==> config.mk <==
export PLATFORM = sky130hd
export DESIGN_NAME = huff_region_sched
export DESIGN_NICKNAME = d
export VERILOG_FILES = /design/src/rtl/huff_region_sched.sv
export SDC_FILE = /design/constraint.sdc
export NUM_CORES = 1
export LEC_CHECK = 0
export ABC_AREA = 0
export CAP_MARGIN = 25
export CORE_UTILIZATION = 25
export CTS_CLUSTER_SIZE = 25
export DETAILED_ROUTE_END_ITERATION = 7
export PLACE_DENSITY = 0.49
export SLEW_MARGIN = 20
export SYNTH_ARGS = -nofsm -noshare
export SYNTH_HDL_FRONTEND = slang
export SYNTH_SLANG_ARGS = --single-unit
==> constraint.sdc <==
create_clock -name clk -period 4.8 [get_ports clk]
set_clock_uncertainty 0.2 [all_clocks]
set_input_delay 0.96 -clock clk [delete_from_list [all_inputs] [get_ports clk]]
set_output_delay 0.96 -clock clk [all_outputs]
set_load 0.005 [all_outputs]
==> src/rtl/huff_region_sched.sv <==
// rtl/huff_region_sched.sv - big_values Huffman pair sequencer feeding a shared table-decoder bank
// Picks the table per pair from the region boundaries, forwards bits one at a time, and writes each decoded pair.
module huff_region_sched #(
  parameter int VAL_W       = 16,
  parameter int MAX_CW_BITS = 48,
  parameter int MAX_PAIRS   = 288
) (
  input  logic             clk,
  input  logic             rst,
  input  logic             start,
  input  logic [8:0]       cfg_big_values,
  input  logic [8:0]       cfg_region1_start,
  input  logic [8:0]       cfg_region2_start,
  input  logic [4:0]       cfg_table_sel0,
  input  logic [4:0]       cfg_table_sel1,
  input  logic [4:0]       cfg_table_sel2,
  input  logic             in_valid,
  input  logic             in_data,
  output logic             in_ready,
  output logic             dec_restart,
  output logic [4:0]       dec_table,
  output logic             dec_valid,
  output logic             dec_data,
  input  logic             dec_done,
  input  logic [VAL_W-1:0] dec_x,
  input  logic [VAL_W-1:0] dec_y,
  output logic             out_valid,
  output logic [8:0]       out_pair_idx,
  output logic [VAL_W-1:0] out_x,
  output logic [VAL_W-1:0] out_y,
  output logic             busy,
  output logic             done,
  output logic             err
);

  localparam int               CNT_W        = $clog2(MAX_CW_BITS + 1);
  localparam logic [CNT_W-1:0] LP_MAX_BITS  = CNT_W'(MAX_CW_BITS);
  localparam logic [8:0]       LP_MAX_PAIRS = 9'(MAX_PAIRS);

  typedef enum logic [2:0] {
    S_IDLE,
    S_SETUP,
    S_ZERO,
    S_BIT,
    S_WAIT,
    S_FINISH
  } state_t;

  state_t r_state;
  state_t w_next;

  logic [8:0]       r_bv;
  logic [8:0]       r_r1;
  logic [8:0]       r_r2;
  logic [4:0]       r_sel0;
  logic [4:0]       r_sel1;
  logic [4:0]       r_sel2;
  logic [8:0]       r_p;
  logic [CNT_W-1:0] r_bitcnt;
  logic [4:0]       r_dec_table;
  logic             r_out_valid;
  logic [8:0]       r_out_idx;
  logic [VAL_W-1:0] r_out_x;
  logic [VAL_W-1:0] r_out_y;
  logic             r_busy;
  logic             r_done;
  logic             r_err;

  logic [4:0]       w_sel;
  logic             w_last;
  logic             w_cfg_bad;
  logic             w_cfg_empty;
  logic             w_timeout;

  // An empty or inverted region simply never wins the comparison chain.
  assign w_sel       = (r_p < r_r1) ? r_sel0 : ((r_p < r_r2) ? r_sel1 : r_sel2);
  assign w_last      = ({1'b0, r_p} + 10'd1) == {1'b0, r_bv};
  assign w_cfg_bad   = cfg_big_values > LP_MAX_PAIRS;
  assign w_cfg_empty = cfg_big_values == 9'd0;
  assign w_timeout   = r_bitcnt == LP_MAX_BITS;

  always_ff @(posedge clk or posedge rst) begin
    if (rst) begin
      r_state <= S_IDLE;
    end else begin
      r_state <= w_next;
    end
  end

  always_comb begin
    w_next      = r_state;
    in_ready    = 1'b0;
    dec_valid   = 1'b0;
    dec_data    = 1'b0;
    dec_restart = 1'b0;
    unique case (r_state)
      S_IDLE: begin
        if (start && !w_cfg_bad) begin
          w_next = w_cfg_empty ? S_FINISH : S_SETUP;
        end
      end
      S_SETUP: begin
        if (w_sel == 5'd0) begin
          w_next = S_ZERO;
        end else begin
          dec_restart = 1'b1;
          w_next      = S_BIT;
        end
      end
      S_ZERO: begin
        w_next = w_last ? S_FINISH : S_SETUP;
      end
      S_BIT: begin
        in_ready = 1'b1;
        if (in_valid) begin
          dec_valid = 1'b1;
          dec_data  = in_data;
          w_next    = S_WAIT;
        end
      end
      S_WAIT: begin
        if (dec_done) begin
          w_next = w_last ? S_FINISH : S_SETUP;
        end else if (w_timeout) begin
          w_next = S_IDLE;
        end else begin
          w_next = S_BIT;
        end
      end
      S_FINISH: begin
        w_next = S_IDLE;
      end
      default: begin
        w_next = S_IDLE;
      end
    endcase
  end

  always_ff @(posedge clk or posedge rst) begin
    if (rst) begin
      r_bv        <= 9'd0;
      r_r1        <= 9'd0;
      r_r2        <= 9'd0;
      r_sel0      <= 5'd0;
      r_sel1      <= 5'd0;
      r_sel2      <= 5'd0;
      r_p         <= 9'd0;
      r_bitcnt    <= '0;
      r_dec_table <= 5'd0;
      r_out_valid <= 1'b0;
      r_out_idx   <= 9'd0;
      r_out_x     <= '0;
      r_out_y     <= '0;
      r_busy      <= 1'b0;
      r_done      <= 1'b0;
      r_err       <= 1'b0;
    end else begin
      r_out_valid <= 1'b0;
      r_done      <= 1'b0;
      r_err       <= 1'b0;
      case (r_state)
        S_IDLE: begin
          if (start) begin
            if (w_cfg_bad) begin
              r_err <= 1'b1;
            end else begin
              r_bv   <= cfg_big_values;
              r_r1   <= cfg_region1_start;
              r_r2   <= cfg_region2_start;
              r_sel0 <= cfg_table_sel0;
              r_sel1 <= cfg_table_sel1;
              r_sel2 <= cfg_table_sel2;
              r_p    <= 9'd0;
              r_busy <= 1'b1;
            end
          end
        end
        S_SETUP: begin
          r_dec_table <= w_sel;
          r_bitcnt    <= '0;
        end
        S_ZERO: begin
          r_out_valid <= 1'b1;
          r_out_idx   <= r_p;
          r_out_x     <= '0;
          r_out_y     <= '0;
          if (!w_last) begin
            r_p <= r_p + 9'd1;
          end
        end
        S_BIT: begin
          if (in_valid) begin
            r_bitcnt <= r_bitcnt + CNT_W'(1);
          end
        end
        S_WAIT: begin
          if (dec_done) begin
            r_out_valid <= 1'b1;
            r_out_idx   <= r_p;
            r_out_x     <= dec_x;
            r_out_y     <= dec_y;
            if (!w_last) begin
              r_p <= r_p + 9'd1;
            end
          end else if (w_timeout) begin
            r_err  <= 1'b1;
            r_busy <= 1'b0;
          end
        end
        S_FINISH: begin
          r_done <= 1'b1;
          r_busy <= 1'b0;
        end
        default: begin
        end
      endcase
    end
  end

  assign dec_table    = r_dec_table;
  assign out_valid    = r_out_valid;
  assign out_pair_idx = r_out_idx;
  assign out_x        = r_out_x;
  assign out_y        = r_out_y;
  assign busy         = r_busy;
  assign done         = r_done;
  assign err          = r_err;

endmodule

==> run_results.csv <==
group,metric,value,unit
global_route,maximum_number_of_pins_on_one_net_before_global_route_repair,66,
timing,layout_worst_path_cycle_share,0.939,
cells_and_area,finish.net_count,697,
detailed_routing,drt.antenna.violating_nets,0,
logic_synthesis,prevailing_post_synth_register_cell,"sky130_fd_sc_hd__dfrtp_1",
power,power_density,552,nW/µm²
worst_setup_path,cp_cell_sequence,"ha_1 > and4_1 > o21ai_0 > o21ai_0 > a21o_1 > a31oi_1 > nor4_2 > nor2_1 > clkdlybuf4s50_1",
cells_and_area,antenna_cells,0,
logic_synthesis,synthesis.instances,467,
clock_tree,post_cts.resized_instances,0,
die,coreArea,20200,µm²
placed_design,dpl.hpwl,9.70,mm
flow_run,cap_viol_max_count,0,
worst_hold_path,worst_hold_path.num_cells,2,
power,cellLeakagePower,3.08,nW
timing,drv_slew,0,
worst_setup_path,critPathMostFrequentCell,"sky130_fd_sc_hd__o21ai_0",
die,floorplan.initialDensity,0.255,
worst_setup_path,cp_max_fo,8,
logic_synthesis,synth.cell_area,5170,µm²
detailed_routing,drt_iter0_markers,160,
logic_synthesis,post_synth.cell_area_avg,11.1,µm²
die,die_area,21200,µm²
detailed_routing,route.vias.total,3955,
worst_setup_path,crit_type,"reg2out",
clock_tree,post_cts_buffers,0,
global_route,grt_antenna_before_repair,0,
worst_setup_path,worst-path-stages,9,
timing,finalWorstPathRequiredPeriod,4.51,ns
worst_setup_path,reg2reg_to,"r_state[0]$_DFFE_PP0P_",
worst_setup_path,worst_setup_path_startpoint,"r_p[4]$_DFFE_PP0P_",
clock_tree,number_of_buffers_inserted_during_clock_tree_synthesis,9,
clock_tree,cts.path.max_buffers,2,
die,dieHeight,146,µm
clock_tree,cts_h_tree_depth,3,
global_route,grt_pass1_wl,21.8,mm
power,clkPwrFrac,0.187,
power,intPower,0.00258,W
worst_setup_path,slowest_delay,0.50,ns
worst_setup_path,cp_data_required_time,3.64,ns
cells_and_area,area_delta_synth_final,37.3,%
worst_setup_path,path_delay_family,"compound AO/OA/AOI/OAI gates",
logic_synthesis,ys_types,47,
power,vdd_drop_max,0.202,mV
logic_synthesis,async_set_reset_flop_share_out_of_synthesis,1.00,
worst_setup_path,worst_r2r_startpoint,"r_p[4]$_DFFE_PP0P_",
logic_synthesis,yosysSeqAreaShare,0.533,
worst_setup_path,crit_end,"dec_restart",
timing,totalNegativeSetupSlack,0,ns
timing,final_worst_hold_slack,0.280,ns
worst_hold_path,hold_class,"reg2reg",
power,power.share.sequential,0.403,
worst_setup_path,cp_num_buf_inv,1,
detailed_routing,wl_met2,5.85,mm
clock_tree,cts_hold_buf,0,
logic_synthesis,yosys_warnings,0,
detailed_routing,detail_route.vias_per_cell,4.53,
detailed_routing,detail_route.wl_per_cell,15.0,µm
logic_synthesis,synth_fp_nets,566,
die,dieWidth,146,µm
timing,relSlewSlack,0.431,
clock_tree,cts.reportedPaths.clkPinSlew,0.07,ns
timing,worst_pin_slew,0.853,ns
die,floorplan.rows,52,
timing,hold_viol,0,
power,power.net_switching,0.00133,W
global_route,grt_pass1_vias,4016,
worst_setup_path,data_arrival_critical_path,3.35,ns
detailed_routing,wl_met3,747,µm
die,num_io_pins,134,
global_route,grt_remaining_overflow,0,
timing,finalSetupViolations,0,
worst_setup_path,crit_slowest_cell,"sky130_fd_sc_hd__o21ai_0",
placed_design,buffer_ports.inserted,133,
cells_and_area,drive_above_1_share,0.109,
placed_design,gp_routability_congestion,0.829,
global_route,grt_usage,0.131,
power,p_sw_frac,0.341,
detailed_routing,detail_route.wirelength.met1,6.22,mm
detailed_routing,drc,0,
detailed_routing,drt_pre_antenna_iters,5,
worst_setup_path,crit_path_end_kind,"primary output",
outcome,outcome,"complete, no violations",
clock_tree,cts_root_buf,"sky130_fd_sc_hd__clkbuf_16",
timing,grt_setup_unrepaired,"false",
clock_tree,tritoncts_clock_tree,"yes",
placed_design,dp_slack,0.683,ns
clock_tree,worstSkewPairLatency,0.35,ns
timing,fmax_achieved,0.222,GHz
logic_synthesis,synth_enable_flop_cells,0,
logic_synthesis,postSynthRegisterBits,110,
worst_setup_path,worst-r2r-setup-slack,1.91,ns
power,comb_power_share,0.410,
worst_setup_path,timing.reg2reg.worst_path_depth,8,
worst_setup_path,critPathLaunchType,"flop",
timing,final.setup.worst_slack,0.294,ns
clock_tree,clkSinkCount,110,
detailed_routing,routed.top_layer,"met4",
detailed_routing,routed_wl,13.1,mm
-- state kept, by name, indices dropped and copies added, names as in the netlist --
register / cells
r_sel1: 5
r_p: 9
busy: 1
err: 1
out_valid: 1
r_sel2: 5
r_r2: 9
r_bv: 9
r_sel0: 5
done: 1
r_r1: 9
out_x: 16
r_state: 3
r_bitcnt: 6
out_pair_idx: 9
out_y: 16
dec_table: 5
-- power groups by stage --
stage / sequential [W] / clock (W) / combinational, W
floorplan: 0.00151 / 0 / 0.00100
global placement: 0.00159 / 0 / 0.00161
detailed placement: 0.00160 / 0 / 0.00163
CTS: 0.00158 / 0.000769 / 0.00164
global route: 0.00164 / 0.000799 / 0.00180
finish: 0.00158 / 0.000734 / 0.00161
-- layout by cell type, fill, tap and decap left out, types with 7 or more instances in the layout --
cell                              synthesis  layout
sky130_fd_sc_hd__inv_1                   27      26
sky130_fd_sc_hd__clkdlybuf4s50_1          0     133
sky130_fd_sc_hd__dfrtp_1                110     110
sky130_fd_sc_hd__nor2_1                  23      23
sky130_fd_sc_hd__o21ai_0                 29      29
sky130_fd_sc_hd__nand2_1                 50      50
sky130_fd_sc_hd__a21oi_1                 13      13
sky130_fd_sc_hd__nand2b_1                 7       7
sky130_fd_sc_hd__mux2_2                  41      41
sky130_fd_sc_hd__ha_1                    19      19
sky130_fd_sc_hd__nand3_1                 13      13
sky130_fd_sc_hd__a31oi_1                 11      11
sky130_fd_sc_hd__xnor2_1                 10      10
sky130_fd_sc_hd__a22o_1                  32      32
sky130_fd_sc_hd__clkbuf_16                0       9
-- metrics by stage --
step,utilization,instances,instance area [µm²],power (W)
after CTS,0.351,873,7090,0.00399
after detailed placement,0.337,857,6810,0.00323
after global placement,0.336,856,6790,0.00320
after global routing,0.351,873,7090,0.00423
after floorplan,-,467,5170,0.00251
final,0.351,873,7090,0.00392
-- worst min path at each step --
| stage | start | to | slack, ns |
|---|---|---|---|
| after floorplan | r_r2[7]$_DFFE_PP0P_ | r_r2[7]$_DFFE_PP0P_ | 0.26 |
| after global placement | out_pair_idx[7]$_DFFE_PP0P_ | out_pair_idx[7]$_DFFE_PP0P_ | 0.27 |
| after detailed placement | out_pair_idx[7]$_DFFE_PP0P_ | out_pair_idx[7]$_DFFE_PP0P_ | 0.27 |
| after CTS | out_pair_idx[7]$_DFFE_PP0P_ | out_pair_idx[7]$_DFFE_PP0P_ | 0.29 |
| after global routing | out_x[5]$_DFFE_PP0P_ | out_x[5]$_DFFE_PP0P_ | 0.32 |
| final | out_pair_idx[8]$_DFFE_PP0P_ | out_pair_idx[8]$_DFFE_PP0P_ | 0.28 |
-- area by class of cell --
type | count | area, µm²
Clock buffer | 12 | 236
Clock inverter | 4 | 47.5
Fill cell | 2013 | 13100
Inverter | 27 | 104
Multi-Input combinational cell | 312 | 2230
Sequential cell | 110 | 2750
Tap cell | 270 | 338
Timing Repair Buffer | 138 | 1390
-- tightest hold or removal path, stage by stage (launching register included) --
cell,delay [ns]
sky130_fd_sc_hd__dfrtp_1,0.34
sky130_fd_sc_hd__nand2_1,0.04
sky130_fd_sc_hd__o21ai_0,0.06
-- layer usage --
metal	vias to the layer above	global-route usage
li1	1939	-
met1	1871	0.178
met4	0	0.0495
met5	-	0
met3	16	0.0335
met2	129	0.200
-- Yosys cell counts, types with 3 or more instances --
cell	number	area [µm²]
sky130_fd_sc_hd__dfrtp_1	110	2750
sky130_fd_sc_hd__nand2_1	50	188
sky130_fd_sc_hd__mux2_2	41	462
sky130_fd_sc_hd__a22o_1	32	280
sky130_fd_sc_hd__o21ai_0	29	145
sky130_fd_sc_hd__inv_1	27	101
sky130_fd_sc_hd__nor2_1	23	86.3
sky130_fd_sc_hd__ha_1	19	238
sky130_fd_sc_hd__a21oi_1	13	65.1
sky130_fd_sc_hd__nand3_1	13	65.1
sky130_fd_sc_hd__a31oi_1	11	68.8
sky130_fd_sc_hd__clkbuf_1	11	41.3
sky130_fd_sc_hd__xnor2_1	10	87.6
sky130_fd_sc_hd__nand2b_1	7	43.8
sky130_fd_sc_hd__a211oi_1	6	45.0
sky130_fd_sc_hd__xor2_1	6	52.6
sky130_fd_sc_hd__a21o_1	5	37.5
sky130_fd_sc_hd__nand4_1	5	31.3
sky130_fd_sc_hd__nor3_1	5	25.0
sky130_fd_sc_hd__buf_2	4	20.0
sky130_fd_sc_hd__or3_1	4	25.0
sky130_fd_sc_hd__and2_1	3	18.8
sky130_fd_sc_hd__or4_1	3	22.5
-- cell families after synthesis --
family | after synthesis | share of synthesized area
multiplexers | 43 | 0.0935
adder cells (fa/ha/maj) | 19 | 0.0460
AO/OA/AOI/OAI | 110 | 0.147
AND/OR/NAND/NOR | 124 | 0.117
XOR/XNOR | 16 | 0.0271
buffers and inverters | 45 | 0.0366
flip-flops | 110 | 0.533
(Power assumes the default switching activity.)
